**src/rtl/bus_arbiter_pkg.sv**
```systemverilog
// Shared types and default constants for the round-robin bus arbiter.
package bus_arbiter_pkg;

  typedef enum logic {
    StIdle  = 1'b0,
    StOwned = 1'b1
  } arb_state_e;

  localparam int unsigned DefaultSize      = 8;
  localparam int unsigned DefaultDataWidth = 16;
  localparam int unsigned DefaultMaxHold   = 4;
  // Wide enough for MAX_HOLD up to 15.
  localparam int unsigned HoldWidth        = 4;

endpackage

```
**src/rtl/bus_arbiter_switch.sv**
```systemverilog
// Data-path switch: routes the requester word picked by sel onto the shared bus.
module bus_arbiter_switch #(
  parameter int unsigned SIZE       = 8,
  parameter int unsigned DATA_WIDTH = 16
) (
  input  logic [SIZE*DATA_WIDTH-1:0] data_in,
  input  logic [$clog2(SIZE)-1:0]    sel,
  output logic [DATA_WIDTH-1:0]      data_out
);

  assign data_out = data_in[int'(sel)*DATA_WIDTH +: DATA_WIDTH];

endmodule

```
**src/rtl/bus_arbiter.sv**
```systemverilog
// Round-robin bus arbiter with a bounded hold time and a gated shared data bus.
module bus_arbiter
  import bus_arbiter_pkg::*;
#(
  parameter int unsigned SIZE       = DefaultSize,
  parameter int unsigned DATA_WIDTH = DefaultDataWidth,
  parameter int unsigned MAX_HOLD   = DefaultMaxHold
) (
  input  logic                       clk,
  input  logic                       reset,
  input  logic [SIZE-1:0]            req,
  input  logic [SIZE*DATA_WIDTH-1:0] data_in,
  output logic [SIZE-1:0]            gnt,
  output logic [$clog2(SIZE)-1:0]    sel,
  output logic                       busy,
  output logic [DATA_WIDTH-1:0]      data_out
);

  localparam int unsigned SelW = $clog2(SIZE);

  arb_state_e           state_q;
  logic [SIZE-1:0]      gnt_q;
  logic [SelW-1:0]      sel_q;
  logic [SelW-1:0]      ptr_q;
  logic [HoldWidth-1:0] hold_q;
  logic                 busy_q;

  logic [SIZE-1:0]       cand;
  logic [SelW-1:0]       winner;
  logic                  found;
  logic                  owner_req;
  logic                  at_limit;
  logic                  do_grant;
  logic                  do_release;
  logic [DATA_WIDTH-1:0] switch_out;

  // The current owner never competes against itself, so a forced handover
  // and a normal re-arbitration share the same search.
  assign cand = req & ~gnt_q;

  always_comb begin
    logic [SelW-1:0] idx;
    idx    = '0;
    found  = 1'b0;
    winner = ptr_q;
    for (int unsigned k = 0; k < SIZE; k++) begin
      idx = ptr_q + SelW'(k);
      if (!found && cand[idx]) begin
        found  = 1'b1;
        winner = idx;
      end
    end
  end

  assign owner_req  = req[sel_q];
  assign at_limit   = (hold_q == HoldWidth'(MAX_HOLD));
  assign do_grant   = found && ((state_q == StIdle) || !owner_req || at_limit);
  assign do_release = (state_q == StOwned) && !owner_req && !found;

  always_ff @(posedge clk) begin
    if (reset) begin
      state_q <= StIdle;
      gnt_q   <= '0;
      sel_q   <= '0;
      ptr_q   <= '0;
      hold_q  <= '0;
      busy_q  <= 1'b0;
    end else if (do_grant) begin
      state_q <= StOwned;
      gnt_q   <= SIZE'(1) << winner;
      sel_q   <= winner;
      ptr_q   <= winner + 1'b1;
      hold_q  <= HoldWidth'(1);
      busy_q  <= 1'b1;
    end else if (do_release) begin
      // sel keeps its last value; the bus is zeroed through busy instead.
      state_q <= StIdle;
      gnt_q   <= '0;
      hold_q  <= '0;
      busy_q  <= 1'b0;
    end else if ((state_q == StOwned) && !at_limit) begin
      hold_q <= hold_q + 1'b1;
    end
  end

  bus_arbiter_switch #(
    .SIZE       (SIZE),
    .DATA_WIDTH (DATA_WIDTH)
  ) u_switch (
    .data_in  (data_in),
    .sel      (sel_q),
    .data_out (switch_out)
  );

  assign gnt      = gnt_q;
  assign sel      = sel_q;
  assign busy     = busy_q;
  assign data_out = busy_q ? switch_out : '0;

endmodule
```
**config.mk**
```make
export PLATFORM = sky130hd
export DESIGN_NAME = bus_arbiter
export DESIGN_NICKNAME = d
export VERILOG_FILES = /design/src/rtl/bus_arbiter_pkg.sv /design/src/rtl/bus_arbiter_switch.sv /design/src/rtl/bus_arbiter.sv
export SDC_FILE = /design/constraint.sdc
export NUM_CORES = 1
export LEC_CHECK = 0
export CAP_MARGIN = 30
export CORE_MARGIN = 2
export CORE_UTILIZATION = 40
export CTS_CLUSTER_DIAMETER = 60
export DETAILED_ROUTE_END_ITERATION = 8
export PLACE_DENSITY_LB_ADDON = 0.2
export SYNTH_ARGS = -nofsm -noshare
export SYNTH_HDL_FRONTEND = slang
export SYNTH_SLANG_ARGS = --single-unit
```
**constraint.sdc**
```tcl
create_clock -name clk -period 4.6 [get_ports clk]
set_input_delay 0.46 -clock clk [delete_from_list [all_inputs] [get_ports clk]]
set_output_delay 0.46 -clock clk [all_outputs]
set_load 0.02 [all_outputs]
```
==> results_dict.tcl, run 1 <==
set metrics [dict create \
    status "completed" \
    cp-startpoint "ptr_q[1]" \
    drcViolationCount 0 \
    yosysSeqAreaShare 0.126 \
    cts_tree "yes" \
    async_flop_share 0 \
    min_period_ns 4.02 \
    die_h_um 91.0 \
    wl_met1_mm 4.88 \
    synth_edf_count 0 \
    die_w_um 91.0 \
    highest_layer "met4" \
    crit_required_ns 4.74 \
    dp_hpwl_mm 9.53 \
    irDropWorstVdd_v 0.000434 \
    yosysWarnings 0 \
    n_fill_cell 609 \
    power_density_nw_per_um2 517 \
    grt-ovfl-total 0 \
    crit_path_start_kind "register" \
    rows 31 \
    clk_latency_ns 0.26 \
    htree_levels 1 \
    synth_top_area_share 0.343 \
    core_area_um2 7290 \
    drive_gt1_frac 0.173 \
    worstReg2RegEnd "ptr_q[2]" \
    dr.pass1.iters 4 \
    wl_per_cell_um 21.2 \
    leakagePower_uw 0.00170 \
    slew_headroom 0.504 \
    reg2reg_from "ptr_q[1]" \
    grt_max_degree 23 \
    mostFrequentLayoutCell "clkdlybuf4s50_1" \
    via_per_inst 5.90 \
    antenna_cells 0 \
    route.met3.wl_um 829 \
    post-cts-setup-buffer-count 0 \
    reg2reg_depth 12 \
    criticalPathCategory "register to register" \
    cts_hold_buf 0 \
    drt_iter0_markers 126 \
    ios 166 \
    synth_cells 290 \
    worst_pin_slew_ns 0.743 \
    synth-seq-cells 19 \
    synth.net_count 437 \
    crit_path_max_fanout 10 \
    die-area_um2 8270 \
    synth_area_leaders "mux4_2 (34%), dfxtp_1 (13%), mux2i_1 (8.9%)" \
    final_cell_mix "clkdlybuf4s50_1 (165), mux4_2 (46), mux2i_1 (27), nor2_1 (27), dfxtp_1 (18)" \
    synth.avg_cell_area_um2 10.4 \
    initial_core_util 0.415 \
    layout.nets 593 \
    hold_violations 0 \
    placed_cell_area_um2 4750 \
    synth_cell_type_count 65 \
    area_delta_synth_final_pct 58.8 \
    hp-start "busy" \
    wl_met2_mm 5.60 \
    finalSetupTns_ns 0 \
    drt-total-wl_mm 11.5 \
    io_buffers 165 \
    min_to "busy" \
    fin_skew_ns 0.00732 \
    end_kind "register" \
    grt_pass1_vias 3186 \
    syn_area_um2 3020 \
    maxCapViolCount 0 \
    gp_congestion 0.933 \
    cts-resized-gates 0 \
    hp-class "register to register" \
    rsz0062_at_grt "no" \
    root_buffer "clkbuf_8" \
    cts_buffer_depth 2 \
    vias 3210 \
    ant_nets 0 \
    fmax_mhz 249 \
    clk_pin_slew_ns 0.08 \
    synth_area_leader_cell "mux4_2" \
    cp.arrival_ns 4.16 \
    cts_sinks 19 \
    slew_violations 0 \
    grt_pass1_wl_mm 17.9 \
    reg2reg_slack_ns 0.58 \
    grt_usage 0.271 \
    period_share 0.874 \
    postLayoutCellArea_um2 4800 \
    antenna_found_initial 0 \
    ys.flop_type "dfxtp_1" \
    numCtsBuffers 3 \
    hold_path_depth 2 \
    setup_viol 0 \
]
layout make-up:
cell class              instances  area, um^2  share of cell area
inverters                      10        42.5             0.00886
repair buffers                171        1700               0.353
clock buffers                   3        41.3             0.00860
flip-flops and latches         19         382              0.0795
clock inverters                 1        7.51             0.00156
well taps                      99         124              0.0258
multi-input cells             241        2510               0.522
cell families (layout without fill, tap and decap cells):
group,count (synthesis),after routing,share of synthesized area
AOI/OAI and AO/OA,55,55,0.142
buffers and inverters,30,185,0.0447
muxes,77,77,0.451
adders and majority gates,9,9,0.0372
DFF,19,19,0.126
xor gates and xnor gates,6,6,0.0174
and+or+nand+nor,94,94,0.182
how the worst max path moves through the flow:
stage | slack (ns) | cells after the start | endpoint
4_1_cts | 0.61 | 12 | ptr_q[2]
5_1_grt | 0.27 | 12 | ptr_q[2]
6_report | 0.58 | 12 | ptr_q[2]
2_1_floorplan | 1.01 | 15 | ptr_q[2]
3_5_place_dp | 0.66 | 12 | ptr_q[2]
3_3_place_gp | 0.78 | 12 | ptr_q[2]
sequential cells by signal, summed over array words and instances (netlist names):
name,flops
busy,1
gnt,8
hold_q,4
ptr_q,3
sel,3
synth_stat cells (3+ instances only):
| cell | count |
|---|---|
| nor2_1 | 27 |
| nand3b_1 | 4 |
| mux4_2 | 46 |
| a31oi_1 | 3 |
| o22ai_1 | 3 |
| nand2b_1 | 10 |
| inv_1 | 5 |
| buf_1 | 6 |
| nor2b_1 | 10 |
| mux2i_1 | 27 |
| nand2_1 | 12 |
| nand3_1 | 5 |
| o21ai_0 | 6 |
| a32o_1 | 8 |
| ha_1 | 9 |
| buf_2 | 5 |
| dfxtp_1 | 19 |
| xnor2_1 | 4 |
| mux2_4 | 3 |
| o211ai_1 | 3 |
| clkbuf_1 | 7 |
| a21oi_1 | 9 |
| a211oi_1 | 5 |
| clkinv_1 | 3 |
layer usage:
metal  up-vias  GRT usage
li1       1486          -
met1      1563      0.357
met2       147      0.459
met3        14     0.0631
met4         0     0.0530
met5         -          0
report_power, final:
part	switching, uW	internal [uW]
Combinational	1030	1010
Sequential	109	211
Clock	59.2	61.1
Total	1200	1280
stage by stage:
step | setup slack (ns) | std cells | power [uW] | util | hold WS, ns
6_report | 0.582 | 544 | 2480 | 0.659 | 0.542
4_1_cts | 0.615 | 544 | 2480 | 0.659 | 0.543
3_3_place_gp | 0.784 | 540 | 2330 | 0.652 | 0.520
5_1_grt | 0.272 | 544 | 2660 | 0.659 | 0.560
3_5_place_dp | 0.657 | 540 | 2340 | 0.652 | 0.527
2_1_floorplan | 1.01 | 290 | 1760 | - | 0.501
worst max-delay path, stage by stage (launching register included):
cell and delay [ns]:
dfxtp_1 0.34, clkinv_1 0.24, ha_1 0.60, clkinv_1 0.36
mux4_2 0.59, nor3_4 0.38, a2bb2oi_1 0.20, xnor2_1 0.34
inv_1 0.13, ha_1 0.24, ha_1 0.28, mux2i_1 0.13
nor2_1 0.05
No activity file was read; power rests on OpenSTA's default activity.
==> run 2: changes to the inputs <==
- SETUP_SLACK_MARGIN: not set -> 0.4
==> results_dict.tcl, run 2 (synthesis gave the netlist of run 1 again) <==
set metrics [dict create \
    initial_core_util 0.415 \
    layout.nets 593 \
    rsz0062_at_grt "no" \
    slew_headroom 0.488 \
    htree_levels 1 \
    end_kind "register" \
    antenna_cells 0 \
    area_delta_synth_final_pct 58.9 \
    io_buffers 165 \
    status "completed" \
    cts_sinks 19 \
    mostFrequentLayoutCell "clkdlybuf4s50_1" \
    fin_skew_ns 0.00924 \
    drt-total-wl_mm 11.5 \
    grt_pass1_vias 3186 \
    irDropWorstVdd_v 0.000433 \
    dr.pass1.iters 4 \
    grt_pass1_wl_mm 17.9 \
    crit_required_ns 4.74 \
    grt_max_degree 23 \
    maxCapViolCount 0 \
    crit_path_max_fanout 10 \
    root_buffer "clkbuf_8" \
    via_per_inst 5.96 \
    criticalPathCategory "register to register" \
    cts_buffer_depth 2 \
    vias 3243 \
    fmax_mhz 256 \
    dp_hpwl_mm 9.53 \
    postLayoutCellArea_um2 4800 \
    die_w_um 91.0 \
    grt_usage 0.271 \
    period_share 0.849 \
    cts_tree "yes" \
    n_fill_cell 608 \
    drive_gt1_frac 0.175 \
    wl_per_cell_um 21.2 \
    die_h_um 91.0 \
    die-area_um2 8270 \
    gp_congestion 0.933 \
    numCtsBuffers 3 \
    hp-class "register to register" \
    clk_latency_ns 0.26 \
    hold_violations 0 \
    min_period_ns 3.91 \
    placed_cell_area_um2 4750 \
    ios 166 \
    reg2reg_depth 12 \
    crit_path_start_kind "register" \
    finalSetupTns_ns 0 \
    drt_iter0_markers 128 \
    p_total_uw 2490 \
    leakagePower_uw 0.00170 \
    final_util 0.659 \
    rows 31 \
    core_area_um2 7290 \
    clk_pin_slew_ns 0.08 \
    largest_reg_flops 8 \
    slew_violations 0 \
    ant_nets 0 \
    cp.arrival_ns 4.05 \
    antenna_found_initial 0 \
    hold_slack_ns 0.543 \
    drcViolationCount 0 \
    setup_viol 0 \
    final_cell_mix "clkdlybuf4s50_1 (165), mux4_2 (46), mux2i_1 (27), nor2_1 (27), dfxtp_1 (18)" \
    power_density_nw_per_um2 518 \
    hold_path_depth 2 \
    worst_pin_slew_ns 0.768 \
    grt-ovfl-total 0 \
]
[run 2: final cells by class]
class / instances / area (um^2) / area share
Sequential cell: 19 / 382 / 0.0794
Inverter: 10 / 42.5 / 0.00885
Tap cell: 99 / 124 / 0.0258
Clock buffer: 3 / 41.3 / 0.00859
Timing Repair Buffer: 171 / 1700 / 0.353
Multi-Input combinational cell: 241 / 2510 / 0.523
Clock inverter: 1 / 7.51 / 0.00156
[run 2: worst max-delay path, cell delays in order, from the launching register on]
cell	delay, ns
dfxtp_1	0.34
clkinv_1	0.24
ha_2	0.56
clkinv_1	0.31
mux4_2	0.59
nor3_4	0.38
a2bb2oi_1	0.20
xnor2_1	0.34
inv_1	0.13
ha_1	0.24
ha_1	0.28
mux2i_1	0.13
nor2_1	0.05
[run 2: per-stage QoR]
stage	instances	setup slack [ns]
after floorplan	290	1.01
after global placement	540	0.784
after detailed placement	540	0.657
after CTS	544	0.615
after global routing	544	0.410
final	544	0.692
[run 2: routing by layer]
| layer | wire length, um | vias up | share of wire | global-route usage |
|---|---|---|---|---|
| met4 | 227 | 0 | 0.020 | 0.0530 |
| met3 | 903 | 16 | 0.078 | 0.0631 |
| met2 | 5570 | 162 | 0.48 | 0.459 |
| met1 | 4820 | 1579 | 0.42 | 0.357 |
| met5 | 0 | - | 0 | 0 |
| li1 | - | 1486 | - | - |
[run 2: report_power, final]
group | internal (uW) | switching [uW]
Sequential | 211 | 109
Clock | 61.1 | 60.2
Combinational | 1020 | 1030
Total | 1290 | 1200
[run 2: worst paths after layout]
| kind | from | endpoint | slack, ns |
|---|---|---|---|
| worst max-delay path | ptr_q[1] | ptr_q[2] | 0.69 |
| worst min-delay path | busy | busy | 0.54 |
| worst max register to register | ptr_q[1] | ptr_q[2] | 0.69 |
| worst min register to register | busy | busy | 0.54 |
[run 2: what timing repair did]
action                                  4_1_cts  5_1_grt
setup buffers                                 0        0
endpoints found under the setup margin        0        1
resized for setup                             0        1
hold buffers                                  0        0
